[src/rtl/seg_mux_driver.sv]
// seg_mux_driver: multiplexed common-anode seven-segment display driver.
// Scans DIGITS positions, one slot of 2^DIV_BITS clocks each, with brightness
// PWM, per-digit blink, leading-zero suppression and per-frame input snapshots.
// Optional feature macro: SEG_HEX_EN (codes 10-15 show A b C d E F; otherwise
// those codes drive all segments off).
//
// Timing notes: pos/segments are registered from the state of the previous
// cycle. frame_tick is delayed through the same one-cycle output stage, so it
// is high together with the first slot-0 output of each new frame.
module seg_mux_driver #(
    parameter int DIGITS     = 8,
    parameter int DIV_BITS   = 6,
    parameter int PWM_BITS   = 4,
    parameter int BLINK_LOG2 = 5
) (
    input  logic                  clk,
    input  logic                  rst_n,
    input  logic [4*DIGITS-1:0]   digit,
    input  logic [DIGITS-1:0]     en_dot,
    input  logic [DIGITS-1:0]     blink_mask,
    input  logic                  lz_en,
    input  logic [PWM_BITS-1:0]   brightness,
    output logic [DIGITS-1:0]     pos,
    output logic [7:0]            segments,
    output logic                  frame_tick
);

    localparam int SLOT_W = (DIGITS > 1) ? $clog2(DIGITS) : 1;

    logic [DIV_BITS-1:0]   pre;
    logic [SLOT_W-1:0]     slot;
    logic [BLINK_LOG2:0]   frame_cnt;
    logic [4*DIGITS-1:0]   snap_digit;
    logic [DIGITS-1:0]     snap_dot;
    logic [DIGITS-1:0]     snap_blink;
    logic                  snap_lz;
    logic                  valid;
    logic                  boundary_d;

    logic                  pre_wrap;
    logic                  boundary;
    logic [DIGITS-1:0]     lz_blank;
    logic                  still_zero;
    logic [3:0]            cur_code;
    logic                  cur_dot;
    logic                  pwm_on;
    logic                  blank;
    logic [7:0]            seg_next;
    logic [DIGITS-1:0]     pos_next;

    // Active-low {a,b,c,d,e,f,g,dp} for one code; hex-disabled codes go dark.
    function automatic logic [7:0] decode(input logic [3:0] code, input logic dot);
        logic [6:0] g;
        logic       dark;
        g    = 7'h7F;
        dark = 1'b0;
        case (code)
            4'd0:  g = 7'b0000001;
            4'd1:  g = 7'b1001111;
            4'd2:  g = 7'b0010010;
            4'd3:  g = 7'b0000110;
            4'd4:  g = 7'b1001100;
            4'd5:  g = 7'b0100100;
            4'd6:  g = 7'b0100000;
            4'd7:  g = 7'b0001111;
            4'd8:  g = 7'b0000000;
            4'd9:  g = 7'b0000100;
`ifdef SEG_HEX_EN
            4'd10: g = 7'b0001000;
            4'd11: g = 7'b1100000;
            4'd12: g = 7'b0110001;
            4'd13: g = 7'b1000010;
            4'd14: g = 7'b0110000;
            default: g = 7'b0111000;
`else
            default: dark = 1'b1;
`endif
        endcase
        return dark ? 8'hFF : {g, ~dot};
    endfunction

    assign pre_wrap = &pre;
    assign boundary = pre_wrap && (slot == SLOT_W'(DIGITS - 1));

    // Prescaler and slot scan; slot steps on every prescaler wrap.
    always_ff @(posedge clk or negedge rst_n) begin
        if (!rst_n) begin
            pre  <= '0;
            slot <= '0;
        end else begin
            pre <= pre + 1'b1;
            if (pre_wrap) begin
                slot <= (slot == SLOT_W'(DIGITS - 1)) ? '0 : slot + 1'b1;
            end
        end
    end

    // Capture display inputs at each frame boundary so a frame never tears.
    always_ff @(posedge clk or negedge rst_n) begin
        if (!rst_n) begin
            snap_digit <= '0;
            snap_dot   <= '0;
            snap_blink <= '0;
            snap_lz    <= 1'b0;
            valid      <= 1'b0;
            frame_cnt  <= '0;
            boundary_d <= 1'b0;
        end else begin
            boundary_d <= boundary;
            if (boundary) begin
                snap_digit <= digit;
                snap_dot   <= en_dot;
                snap_blink <= blink_mask;
                snap_lz    <= lz_en;
                valid      <= 1'b1;
                frame_cnt  <= frame_cnt + 1'b1;
            end
        end
    end

    // Leading-zero mask: blank from the top while code and dot are both zero.
    always_comb begin
        lz_blank   = '0;
        still_zero = snap_lz;
        for (int i = DIGITS - 1; i >= 1; i--) begin
            if (still_zero && (snap_digit[4*i +: 4] == 4'd0) && !snap_dot[i]) begin
                lz_blank[i] = 1'b1;
            end else begin
                still_zero = 1'b0;
            end
        end
    end

    // Next output for the current slot: blanking, decode and PWM gating.
    always_comb begin
        cur_code = snap_digit[4*int'(slot) +: 4];
        cur_dot  = snap_dot[slot];
        pwm_on   = (pre[DIV_BITS-1 -: PWM_BITS] <= brightness);
        blank    = lz_blank[slot] || (frame_cnt[BLINK_LOG2] && snap_blink[slot]);
        seg_next = 8'hFF;
        pos_next = '1;
        if (valid && !blank) begin
            seg_next = decode(cur_code, cur_dot);
            if (pwm_on) begin
                pos_next = ~(DIGITS'(1) << slot);
            end
        end
    end

    // Registered pin drivers.
    always_ff @(posedge clk or negedge rst_n) begin
        if (!rst_n) begin
            pos        <= '1;
            segments   <= 8'hFF;
            frame_tick <= 1'b0;
        end else begin
            pos        <= pos_next;
            segments   <= seg_next;
            frame_tick <= boundary_d;
        end
    end

endmodule
[config.mk]
export PLATFORM = sky130hd
export DESIGN_NAME = seg_mux_driver
export DESIGN_NICKNAME = d
export VERILOG_FILES = /design/src/rtl/seg_mux_driver.sv
export SDC_FILE = /design/constraint.sdc
export NUM_CORES = 1
export LEC_CHECK = 0
export BUFFER_PORTS_ARGS = -buffer_cell sky130_fd_sc_hd__buf_4
export CORE_UTILIZATION = 47
export CTS_BUF_LIST = sky130_fd_sc_hd__clkbuf_4 sky130_fd_sc_hd__clkbuf_8 sky130_fd_sc_hd__clkbuf_16
export DETAILED_ROUTE_END_ITERATION = 6
export PLACE_DENSITY = 0.69
export SLEW_MARGIN = 10
export SYNTH_ARGS = -nofsm -noshare
export SYNTH_HDL_FRONTEND = slang
export SYNTH_SLANG_ARGS = --single-unit
[constraint.sdc]
create_clock -name clk -period 2.4 [get_ports clk]
set_input_delay 0.48 -clock clk [delete_from_list [all_inputs] [get_ports clk]]
set_output_delay 0.48 -clock clk [all_outputs]
set_load 0.02 [all_outputs]
### After elaboration in Yosys (flattened, before gate mapping)

Index checks and enable logic that the tools add are counted.

| operators by class | value |
|---|---|
| mux-type cells | 27 |
| equality and inequality tests | 10 |
| order comparisons | 2 |
| bitwise gates (word level) | 2 |
| reductions and logical operators | 36 |
| shift operators | 2 |
| add/subtract/negate cells | 3 |

Operator list:

| cell | number |
|---|---|
| $pmux W7 S10 | 1 |
| $logic_not A4 Y1 | 8 |
| $mux W8 | 4 |
| $shiftx A32 B6 Y4 | 1 |
| $mux W1 | 18 |
| $logic_and A1 B1 Y1 | 17 |
| $eq A4 B3 Y1 const B | 4 |
| $add A6 B1 Y6 const B | 2 |
| $reduce_or A10 Y1 | 1 |
| $bmux W1 S3 | 3 |
| $eq A4 B2 Y1 const B | 2 |
| $eq A4 B4 Y1 const B | 2 |
| $logic_not A1 Y1 | 8 |
| $not A8 Y8 | 1 |
| $shl A1 B3 Y8 const A | 1 |
| $reduce_and A6 Y1 | 1 |
| $eq A4 B1 Y1 const B | 1 |
| $le A4 B4 Y1 | 1 |
| $lt A3 B4 Y1 const B | 1 |
| $add A3 B1 Y3 const B | 1 |
| $eq A3 B3 Y1 const B | 1 |
| $mux W3 | 1 |
| $logic_or A1 B1 Y1 | 1 |
| $not A1 Y1 | 1 |

| storage, ports and cells | value |
|---|---|
| bits in registers | 83 |
| input port bits | 55 |
| output and inout bits | 17 |

### Depth between registers and ports, before layout

| depth | value |
|---|---|
| depth in word-level cells | 30 |
| mapped depth | 9 |

### Least setup slack after synthesis

OpenSTA, ideal clock, no wires.

| timing | value |
|---|---|
| kind | reg-to-reg |
| from | register slot[1] |
| to | register segments[4] |
| path buffers | 3 |
| clock period less this slack | 1920 ps |
| required time | 2310 ps |
| cell stages (with the launch flop) | 9 |
| setup time | 90 ps |
| data arrival time | 1830 ps |
| setup slack | 480 ps |
| cell sequence | dfrtp_1 buf_6 buf_8 mux4_2 mux2i_1 buf_2 nor2_1 o31ai_1 nand3_1 |

| on the way | value |
|---|---|
| cells in the longest elaborated chain, start to end | 7 |
| elaborated cells on any way between the ends | 25 |
| those cells by class | eq/ne (9); shift (1); mux (9); reduce/logical (6) |

Ends and longest elaborated chain:

| element | RTL line | RTL |
|---|---|---|
| start, declared | 31 | `logic [SLOT_W-1:0] slot;` |
| start signal, assigned | 93 | `slot <= (slot == SLOT_W'(DIGITS - 1)) ? '0 : slot + 1'b1;` |
| $shiftx A32 B6 Y4 / $bmux W1 S3 (equally long branches) | 136, 139 |  |
| $eq A4 B4 Y1 (tied with other cells) | 57 | `case (code)` |
| $reduce_or A10 Y1 (no source line) / $logic_and A1 B1 Y1 (equally long branches) | n/a |  |
| $mux W1 / $logic_or A1 B1 Y1 (equally long branches) | 57, 139 |  |
| $mux W1 / $logic_not A1 Y1 (equally long branches) | 142 | `if (valid && !blank) begin` |
| $mux W8 / $logic_and A1 B1 Y1 (equally long branches) | 79, 142 |  |
| $mux W8 (*) | 142 |  |
| net seg_next[4] | 48 | `logic [7:0] seg_next;` |
| end signal, assigned | 158 | `segments <= seg_next;` |
| end, declared | 24 | `output logic [7:0] segments,` |

The timed path passes the listed nets; every way through them passes the cells marked *. The select of a mux whose other input is x is not followed.
A chain may end at the register's enable or synchronous reset.

### Worst setup path after layout

| timing | value |
|---|---|
| from | register snap_digit[16] |
| to | register pos[0] |

| on the way | value |
|---|---|
| cells in the longest elaborated chain, start to end | 19 |
| elaborated cells on any way between the ends | 22 |
| those cells by class | mux (10); reduce/logical (12) |

Ends and longest elaborated chain:

| element | RTL line | RTL |
|---|---|---|
| start, declared | 33 | `logic [4*DIGITS-1:0] snap_digit;` |
| start signal, assigned | 111 | `snap_digit <= digit;` |
| $logic_not A4 Y1 (*) | 126 | `if (still_zero && (snap_digit[4*i +: 4] == 4'd0) && !snap_dot[i]) begin` |
| $logic_and A1 B1 Y1 (*) (2 in series) | 126 |  |
| $mux W1 | 126 |  |
| $logic_and A1 B1 Y1 (2 in series) | 126 |  |
| $mux W1 | 126 |  |
| $logic_and A1 B1 Y1 (2 in series) | 126 |  |
| $mux W1 | 126 |  |
| $logic_and A1 B1 Y1 (2 in series) | 126 |  |
| $mux W1 | 126 |  |
| $bmux W1 S3 (*) | 139 | `blank = lz_blank[slot] \|\| (frame_cnt[BLINK_LOG2] && snap_blink[slot]);` |
| $mux W1 (not written as such) (*) | 139 |  |
| $logic_or A1 B1 Y1 (*) | 139 |  |
| $logic_not A1 Y1 (*) | 142 |  |
| $logic_and A1 B1 Y1 (*) | 142 |  |
| $mux W8 (*) | 142 |  |
| net pos_next[0] | 49 | `logic [DIGITS-1:0] pos_next;` |
| end signal, assigned | 157 | `pos <= pos_next;` |
| end, declared | 23 | `output logic [DIGITS-1:0] pos,` |

Marked as above.

==> results.txt <==
The flow ran to the end, and the final reports show no timing, DRC or antenna violations. Across the run, the number of max-cap violations was 0. The mean number of vias per cell came out at 5.10. The largest area contributor in the synthesized netlist is dfrtp_1. The average instance area after synthesis is 10.1 um^2. The cell area power density came out at 542 nW/um^2. The number of vias in the routed layout is 2911. The number of unique standard cell types used by synthesis is 46. The number of antenna violations at the first check in global routing is 0. In the synthesized netlist, the number of instances is 390. Ranked by total cell area, the synthesized netlist is headed by dfrtp_1 43%, nand2_1 15%, dfstp_2 11%. The startpoint of the worst register-to-register path is snap_digit[16]. Once detailed placement completed, the half-perimeter wirelength came to 6010 um.

The post-detailed-route DRC marker count came out at 0. The proportion of total power due to net switching came out at 0.192. Internal power comes to 0.00211 W. Entering global routing, the biggest net connects 52 pins. The average wire per standard cell came out at 14.2 um. The number of pins exceeding their max-slew limit in the final report came out at 0. The cell total after placement came out at 557. The count of warnings emitted by yosys is 0. After the flow finishes, the layout carries non-filler instances totaling 571. The final period demand of the worst path came out at 2.04 ns. The repair_antennas step left the layout with diodes totalling 0. For the final routed database, the setup TNS stands at 0 ns. Of the total power, combinational logic draws 0.042. The number of buffer and inverter stages on the critical path came out at 0. The register share of total power came out at 0.537. The number of global-route vias before repair is 2800. STA classifies the critical path endpoint as a register. The data arrival at the endpoint of the critical path came out at 2.32 ns. The final core utilization came out at 0.609. The share of the clock period used by the worst path after layout came out at 0.849. The initial standard-cell utilization of the core came out at 0.498.

Of the post-synthesis cell area, the dominant cell type holds 0.427. The first TritonRoute pass finished after 4 iterations. The number of nets at the end of the flow came out at 533.

The clock-pin transition on the worst setup and hold timing paths came out at 0.08 ns. The fraction of the yosys area taken by sequential cells is 0.534. The number of cells on the critical path is 6. The transition time at the pin with the least slew margin is 0.507 ns. Setup repair after global routing left no endpoint under its margin. The violation count after the first detailed-route iteration is 130. The launching instance or port of the critical path is snap_digit[16]. The core outline area came out at 7890 um^2. Routability-driven placement finished with a final weighted congestion of 0.852. The number of hold violations in the final report came out at 0. The maximum fanout along the worst path is 6. The reg-to-reg endpoint is pos[0]. The number of ports placed on the die boundary is 72. The finished layout cell area came out at 4810 um^2.

The total of endpoints with negative setup slack in the final report came out at 0. The horizontal extent of the die came out at 93.4 um. The routed wire length is 8110 um.

Static timing analysis puts the maximum clock frequency at 491 MHz. The slowest stage of the critical path belongs to the cell or4_1. The number of clock buffers inserted by TritonCTS is 9. The static leakage is 2.16 nW. The fraction of layout cells with a size suffix above 1 came out at 0.281.

The setup slack of the worst register-to-register path came out at 0.36 ns. The clock insertion delay at the later pin of the skew report came out at 0.34 ns. The number of cell rows is 32.

The number of gates resized after cts came out at 0. The count of buffers added on input and output ports is 71. For this design the total switching power over the nets is 0.000500 W. The number of nets in the synthesized netlist is 457. The critical path ends at pos[0].

Traced cell by cell, the critical path runs through or4_1, o21ai_1, nor3b_2, o221ai_2, o311a_1, nand3_1. The count of nets left with antenna violations after detail routing came out at 0. The data required time at the worst endpoint is 2.68 ns. The placed cell area is 4590 um^2.

The area added between synthesis and finish is 22.5%. The root buffer cell chosen for the clock tree is clkbuf_8. The number of register bits inferred by synthesis is 83. The share of total power dissipated in the clock network is 0.422. The kind of cell with the highest combined delay along the critical path is simple AND/OR/NAND/NOR gates. Final hold analysis gives a worst-case slack of 0.0980 ns. For this design, the CTS-stage hold fixing added 0 buffers. The setup skew after layout came out at 0.00677 ns. The largest single stage delay on the critical path is 0.55 ns. The height of the chip came out at 93.4 um. The H-tree was split into 3 levels. Counting every sink on the clock net gives 83. The relative max-transition margin is 0.662. The worst setup path is launched from a register. The area enclosed by the die boundary came out at 8720 um^2. The combined global-route utilization of all metal layers is 0.206. The worst register-to-register path has a depth of 6. The first global-routing pass estimated 13600 um of wire. The longest clock path from root to sink contains 2 buffers. The maximum resistive drop on vdd is 0.293 mV. The cell area after synthesis came out at 3930 um^2. The clock tree from TritonCTS is built. In this run the worst hold path is classified as input pin to async pin.

The worst setup path is of the register to register kind. The total overflow left after global routing is 0. Buffers added to address setup during post-CTS repair amount to 0.
## cells by family after synthesis
family | synth area share
AND/OR/NAND/NOR | 0.234
multiplexers | 0.0934
adder cells (fa/ha/maj) | 0.0383
AO/OA/AOI/OAI | 0.0437
buffers and inverters | 0.0360
XOR/XNOR | 0.0201
flip-flops | 0.534
## worst min path at each step
| stage | end | slack (ns) | from | depth (start not counted) |
|---|---|---|---|---|
| after floorplan | boundary_d | 0.18 | rst_n | 0 |
| after CTS | pre[3] | 0.11 | rst_n | 1 |
| after global routing | frame_cnt[4] | 0.14 | rst_n | 1 |
| final | pre[3] | 0.1 | rst_n | 1 |
| after global placement | frame_tick | 0.34 | boundary_d | 0 |
| after detailed placement | frame_tick | 0.34 | boundary_d | 0 |
## per-stage QoR
stage / setup WS (ns) / power (W)
5_1_grt: 0.180 / 0.00271
3_3_place_gp: 0.401 / 0.00153
3_5_place_dp: 0.312 / 0.00154
2_1_floorplan: 0.480 / 0.00143
4_1_cts: 0.367 / 0.00263
6_report: 0.363 / 0.00261
## synth_stat cells, drive strengths merged
library cell and number:
nand2 163, dfrtp 67, dfstp 16, nand3 15
inv 13, ha 12, mux4 12, buf 10
o21ai 10, nor2 8, xnor2 8, clkbuf 7
nand4 6, a21oi 4, o21a 4, or4 4
and3 3, mux2i 3, nor3 3, nor4 3
mux2 2, nand2b 2, a22oi 1, a41oi 1
and2 1, nand3b 1, nor2b 1, nor3b 1
o211ai 1, o221ai 1, o22a 1, o22ai 1
o311a 1, o31ai 1, or2 1, or4b 1
xor2 1
## area by class of cell
| cell class | count | area, um^2 |
|---|---|---|
| multi-input cells | 277 | 1690 |
| clock inverters | 2 | 60.1 |
| inverters | 13 | 48.8 |
| flip-flops and latches | 83 | 2100 |
| fillers | 660 | 3080 |
| well taps | 102 | 128 |
| clock buffers | 12 | 159 |
| repair buffers | 82 | 628 |
## power by group through the flow
stage                     clock network [W]  registers, W   logic [W]
final                               0.00110       0.00140    0.000108
after global routing                0.00119       0.00140    0.000122
after CTS                           0.00112       0.00140    0.000111
after detailed placement                  0       0.00143    0.000111
after global placement                    0       0.00143    0.000108
after floorplan                           0       0.00143  0.00000788
## sequential cells by signal, summed over array words and instances (netlist names)
| name | flops |
|---|---|
| segments | 8 |
| slot | 3 |
| snap_dot | 8 |
| valid | 1 |
| boundary_d | 1 |
| snap_blink | 8 |
| frame_tick | 1 |
| snap_lz | 1 |
| frame_cnt | 6 |
| pos | 8 |
| pre | 6 |
| snap_digit | 32 |
## layout by cell type (no fill, tap or decap), drive strengths merged, types with 2 or more instances in the layout
cell and count:
o21a 4, and3 3, nor2 8, mux2i 3, clkbuf 12, dfrtp 67
nor3 3, a21oi 4, nand4 6, inv 13, mux2 2, nand2b 2
buf 82, mux4 12, o21ai 10, or4 4, nand3 15, xnor2 8
nor4 3, dfstp 16, bufinv 2, ha 12, nand2 163
## routing by layer
metal	share of wire	global-route usage	routed length, um
met1	0.46	0.295	3760
met2	0.46	0.305	3750
met3	0.048	0.0358	389
met4	0.024	0.100	198
met5	0	0	0
Note: power is estimated with default switching activity, not from simulation.
